$ cat config.mk
export PLATFORM = sky130hd
export DESIGN_NAME = car_selector
export DESIGN_NICKNAME = d
export VERILOG_FILES = /design/src/rtl/car_selector_pkg.sv /design/src/rtl/car_selector_switch_debouncer.sv /design/src/rtl/car_selector.sv
export SDC_FILE = /design/constraint.sdc
export NUM_CORES = 1
export LEC_CHECK = 0
export CORE_UTILIZATION = 46
export DETAILED_ROUTE_END_ITERATION = 8
export HOLD_SLACK_MARGIN = 0.05
export PLACE_DENSITY = 0.81
export SYNTH_ARGS = -nofsm -noshare
export SYNTH_HDL_FRONTEND = slang
export SYNTH_SLANG_ARGS = --single-unit
$ cat constraint.sdc
create_clock -name CLK -period 1.8 [get_ports CLK]
set_input_delay 0.45 -clock CLK [delete_from_list [all_inputs] [get_ports CLK]]
set_output_delay 0.45 -clock CLK [all_outputs]
set_load 0.02 [all_outputs]
$ cat src/rtl/car_selector_pkg.sv
// Shared car parameter set, selector FSM states and the index-to-parameters lookup
// used by the car selector and the IR packet generator.
package car_selector_pkg;

    typedef struct packed {
        logic [7:0] carrier_div;
        logic [7:0] header_len;
        logic [7:0] one_len;
        logic [7:0] zero_len;
    } CarSettings;

    localparam CarSettings BLUE_PARAMS   = '{8'd26, 8'd20, 8'd6, 8'd3};
    localparam CarSettings RED_PARAMS    = '{8'd28, 8'd24, 8'd7, 8'd4};
    localparam CarSettings GREEN_PARAMS  = '{8'd30, 8'd28, 8'd8, 8'd5};
    localparam CarSettings YELLOW_PARAMS = '{8'd32, 8'd32, 8'd9, 8'd6};

    // Number of cars that have a parameter set defined above.
    localparam int DEFINED_CARS = 4;

    typedef enum logic [1:0] {
        MANUAL_IDLE,
        MANUAL_PENDING,
        SCAN
    } car_sel_state_t;

    // Indices without a defined parameter set fall back to the blue car.
    function automatic CarSettings car_params(input logic [31:0] idx);
        case (idx)
            32'd0:   return BLUE_PARAMS;
            32'd1:   return RED_PARAMS;
            32'd2:   return GREEN_PARAMS;
            32'd3:   return YELLOW_PARAMS;
            default: return BLUE_PARAMS;
        endcase
    endfunction

endpackage

$ cat src/rtl/car_selector_switch_debouncer.sv
// Two-flop synchroniser plus stability counter for a bank of board switches;
// values above MAX_VALID are never published on the debounced output.
module switch_debouncer #(
    parameter int          WIDTH           = 2,
    parameter int          DEBOUNCE_CYCLES = 1_000_000,
    parameter int unsigned MAX_VALID       = 3
) (
    input  logic             clk,
    input  logic             rst_n,
    input  logic [WIDTH-1:0] raw,
    output logic [WIDTH-1:0] debounced
);

    localparam int CNT_W = (DEBOUNCE_CYCLES > 1) ? $clog2(DEBOUNCE_CYCLES) : 1;
    localparam logic [CNT_W-1:0] CNT_LIMIT = CNT_W'(DEBOUNCE_CYCLES - 1);

    logic [WIDTH-1:0] sync_q1;
    logic [WIDTH-1:0] sync_q2;
    logic [WIDTH-1:0] candidate;
    logic [CNT_W-1:0] count;

    // NOTE: reset is sampled on the clock edge only (synchronous, active-low), and
    // every flop here uses non-blocking assignment so the two sync stages really
    // are two separate registers.
    always_ff @(posedge clk) begin
        if (!rst_n) begin
            sync_q1   <= '0;
            sync_q2   <= '0;
            candidate <= '0;
            count     <= '0;
            debounced <= '0;
        end else begin
            sync_q1 <= raw;
            sync_q2 <= sync_q1;
            if (sync_q2 != candidate) begin
                candidate <= sync_q2;
                count     <= '0;
            end else if (count == CNT_LIMIT) begin
                if (32'(candidate) <= MAX_VALID) begin
                    debounced <= candidate;
                end
            end else begin
                count <= count + 1'b1;
            end
        end
    end

endmodule

$ cat src/rtl/car_selector.sv
// Registered car selector: debounced manual selection or auto-scan, committed
// only on IR packet boundaries so a packet never mixes car parameters.
module car_selector
    import car_selector_pkg::*;
#(
    parameter  int CAR_COUNT       = DEFINED_CARS,
    parameter  int DEBOUNCE_CYCLES = 1_000_000,
    localparam int SEL_W           = $clog2(CAR_COUNT)
) (
    input  logic                 CLK,
    input  logic                 RESET,
    input  logic [SEL_W-1:0]     SWITCHES,
    input  logic                 SCAN_EN,
    input  logic                 PACKET_DONE,
    output CarSettings           SELECTED_CAR,
    output logic [SEL_W-1:0]     CAR_IDX,
    output logic [CAR_COUNT-1:0] LEDS,
    output logic                 CHANGED
);

    localparam logic [SEL_W-1:0]     LAST_IDX = SEL_W'(CAR_COUNT - 1);
    localparam logic [CAR_COUNT-1:0] LED_ONE  = CAR_COUNT'(1);

    car_sel_state_t   state;
    car_sel_state_t   state_next;
    logic [SEL_W-1:0] debounced;
    logic [SEL_W-1:0] idx_next;
    logic             commit;

    switch_debouncer #(
        .WIDTH           (SEL_W),
        .DEBOUNCE_CYCLES (DEBOUNCE_CYCLES),
        .MAX_VALID       (CAR_COUNT - 1)
    ) u_debouncer (
        .clk       (CLK),
        .rst_n     (RESET),
        .raw       (SWITCHES),
        .debounced (debounced)
    );

    // NOTE: every signal driven here gets a default first, so no path leaves one
    // unassigned and no latch is inferred.
    always_comb begin
        state_next = state;
        idx_next   = CAR_IDX;
        commit     = 1'b0;

        if (PACKET_DONE) begin
            case (state)
                MANUAL_PENDING: begin
                    idx_next = debounced;
                    commit   = 1'b1;
                end
                SCAN: begin
                    idx_next = (CAR_IDX == LAST_IDX) ? '0 : CAR_IDX + 1'b1;
                    commit   = 1'b1;
                end
                default: ;
            endcase
        end

        // Compare against the post-commit index so a just-served selection
        // does not linger in MANUAL_PENDING for an extra cycle.
        if (SCAN_EN) begin
            state_next = SCAN;
        end else if (debounced != idx_next) begin
            state_next = MANUAL_PENDING;
        end else begin
            state_next = MANUAL_IDLE;
        end
    end

    always_ff @(posedge CLK) begin
        if (!RESET) begin
            state        <= MANUAL_IDLE;
            CAR_IDX      <= '0;
            SELECTED_CAR <= BLUE_PARAMS;
            LEDS         <= LED_ONE;
            CHANGED      <= 1'b0;
        end else begin
            state   <= state_next;
            CHANGED <= commit;
            if (commit) begin
                CAR_IDX      <= idx_next;
                SELECTED_CAR <= car_params(32'(idx_next));
                LEDS         <= LED_ONE << idx_next;
            end
        end
    end

endmodule

==> impl_metrics.csv <==
group,metric,value,unit
setup_path,worstPathMaxFanout,3,
setup_path,critPathLaunch,"state[0]$_SDFF_PP0_",
setup_path,r2r_start,"state[0]$_SDFF_PP0_",
timing,tns,0,ns
timing,drv_slew,0,
setup_path,crit_required,1.99,ns
timing,finalCritPeriodShare,98.0,%
timing,skew,0.0104,ns
global_route,grt_pass1_vias,1621,
power,power.share.sequential,51.0,%
floorplanning,fp.dieH,71.2,um
global_route,grt_pass1_wl,7250,um
timing,whs,0.434,ns
final_layout,layout-drive-gt1-share,17.0,%
synth,yosysTopAreaCell,"dfxtp_1",
clock_tree,cts_root_buf,"clkbuf_8",
final_layout,filler_cell_count,390,
setup_path,critPathCaptureType,"flip-flop",
synth,synthTopCellsByArea,"dfxtp_1, buf_4, ha_1",
synth,seq_area_frac_synth,40.0,%
detailed_routing,vias,1773,
final_layout,final_nets,299,
detailed_routing,final_antenna_net_count,0,
clock_tree,cts_tree,"done",
detailed_routing,dr.first_iter.drc_count,92,
final_layout,antenna_cells,0,
floorplanning,start_util,49.2,%
synth,ys_seq_elements,44,
synth,synth-edff-count,0,
floorplanning,die_area,0.00507,mm2
synth,synth_area,0.00220,mm2
global_route,grt_usage,18.3,%
timing,finalSetupViolCount,0,
clock_tree,htreeDepth,2,
job,maxCapViolCount,0,
power,ir_drop,0.400,mV
detailed_routing,wl_per_cell,12.4,um
synth,synth_warnings,0,
floorplanning,die_w,71.2,um
setup_path,crit_path_start_kind,"flip-flop",
final_layout,syn_to_final_growth,22.6,%
timing,period_needed,1.76,ns
clock_tree,clock_path_buffers,2,
power,switchingPower,0.481,mW
synth,synth_most_common_cell,"dfxtp_1",
clock_tree,path_clk_slew,0.08,ns
placed_design,place.gp.congestion,0.806,
min_path,hold_path.class,"reg -> reg",
floorplanning,core_area,0.00447,mm2
detailed_routing,first_pass_iters,7,
synth,synth.top_cells.by_count,"dfxtp_1, buf_4, nand2_1, a21oi_1, nor2_1",
synth,ys_types,45,
global_route,grt-ovfl-total,0,
clock_tree,clock_latency,0.29,ns
placed_design,port_buffers,28,
floorplanning,num_rows,24,
power,p_sw_share,24.2,%
synth,synth_top_area_share,40.0,%
power,p_int,1.51,mW
synth,netlist_instances,254,
detailed_routing,via_per_inst,5.29,
timing,fmax,567,MHz
power,p_comb_share,13.4,%
synth,synth_area_per_cell,8.67,um2
floorplanning,ios,45,
synth,synth-async-reset-ratio,0,%
power,p_leak,1.05,nW
power,power_density,736,mW/mm2
setup_path,critPathArrivalTime,1.95,ns
synth,synth_top_flop_cell,"dfxtp_1",
status,status,"complete, but fails checks",
clock_tree,cts_num_sinks,44,
power,clkPwrFrac,35.6,%
global_route,grt_max_degree,16,
timing,rsz0062_at_grt,"yes",
clock_tree,numCtsBuffers,5,
status,violations,"DRC",
timing,hold_viol_final,0,
min_path,hold_start,"u_debouncer.sync_q1[0]$_SDFF_PN0_",
setup_path,critical_path_class,"reg -> reg",
placed_design,place.detailed.hpwl,2990,um
detailed_routing,drc,8,
detailed_routing,routed_wl,4170,um
global_route,grt_antenna_before_repair,0,
-- final cells by class --
class,count,area (um2),area share [%]
multi-input cells,179,1200,44.6
flip-flops and latches,44,888,32.9
repair buffers,44,404,15.0
clock buffers,5,68.8,2.55
well taps,52,65.1,2.41
inverters,10,40.0,1.48
clock inverters,1,30.0,1.11
-- layout by cell type, fill, tap and decap left out, types with 3 or more instances in the layout --
master,count
o21ai_0,11
conb_1,16
nand2b_1,5
nor3_2,3
nand4_1,7
xor2_1,7
ha_4,4
and2_1,12
dfxtp_2,3
ha_1,4
clkbuf_8,5
nor2_1,15
inv_2,3
clkdlybuf4s50_1,25
nand3_1,7
dfxtp_1,40
xnor2_1,5
nor3_1,4
a21oi_1,19
inv_1,6
nand2_1,22
buf_4,16
-- worst max-delay path, cell delays in order, from the launching register on --
cell	delay, ns
dfxtp_2	0.34
inv_2	0.04
ha_4	0.20
nor2b_1	0.10
buf_4	0.16
mux2i_4	0.24
inv_2	0.10
ha_4	0.18
nor2_4	0.10
nor3_2	0.04
a21oi_1	0.12
nor2_1	0.06
-- power by group through the flow --
| stage | logic, mW | clock network (mW) | registers (mW) |
|---|---|---|---|
| 3_5_place_dp | 0.247 | 0 | 1.04 |
| 2_1_floorplan | 0.181 | 0 | 1.05 |
| 4_1_cts | 0.254 | 0.727 | 1.02 |
| 6_report | 0.266 | 0.707 | 1.01 |
| 3_3_place_gp | 0.243 | 0 | 1.04 |
| 5_1_grt | 0.291 | 0.769 | 1.02 |
-- worst paths after layout --
check                           cells after the start  slack (ns)                           endpoint
worst max-delay path                               11        0.04      SELECTED_CAR[11]$_SDFFE_PN0P_
worst min-delay path                                1        0.43  u_debouncer.sync_q2[0]$_SDFF_PN0_
worst max register to register                     11        0.04      SELECTED_CAR[11]$_SDFFE_PN0P_
worst min register to register                      1        0.43  u_debouncer.sync_q2[0]$_SDFF_PN0_
-- sequential cells by signal, indices dropped and copies added, names as in the netlist, 2 cells and up --
signal,count
u_debouncer.candidate,2
state,2
u_debouncer.count,20
SELECTED_CAR,9
LEDS,3
u_debouncer.debounced,2
u_debouncer.sync_q1,2
u_debouncer.sync_q2,2
-- routing by layer --
layer	wire (um)	share of wire (%)	GRT usage (%)
met3	219	5.3	5.63
met2	1970	47	28.4
met5	0	0	0
met4	40	0.96	8.22
met1	1940	47	23.5
-- cells by family (layout without fill, tap and decap cells) --
group                      Yosys count  after routing  synth area share (%)
and+or+nand+nor                     96             96                  24.5
other                                1             16                 0.170
muxes                                3              3                  1.36
buffers and inverters               46             60                  12.5
xor gates and xnor gates            12             12                  4.77
DFF                                 44             44                  40.0
adders and majority gates            9              9                  5.11
AOI/OAI and AO/OA                   43             43                  11.6
-- stage by stage --
step / utilization [%] / std cells / instance area [um2] / setup WS, ns / power, mW
floorplan: - / 269 / 2310 / -0.0261 / 1.23
global placement: 56.4 / 327 / 2520 / -0.310 / 1.28
detailed placement: 56.4 / 327 / 2520 / -0.354 / 1.28
CTS: 59.1 / 333 / 2650 / 0.0113 / 2.00
global route: 60.4 / 335 / 2700 / -0.0213 / 2.08
finish: 60.4 / 335 / 2700 / 0.0363 / 1.99
-- what timing repair did --
item,4_1_cts,5_1_grt
setup endpoints to repair,3,11
hold buffers,0,0
pin swaps,7,8
gates resized for setup,6,13
hold endpoints to repair,0,0
setup buffers,0,2
(Power assumes the default switching activity.)
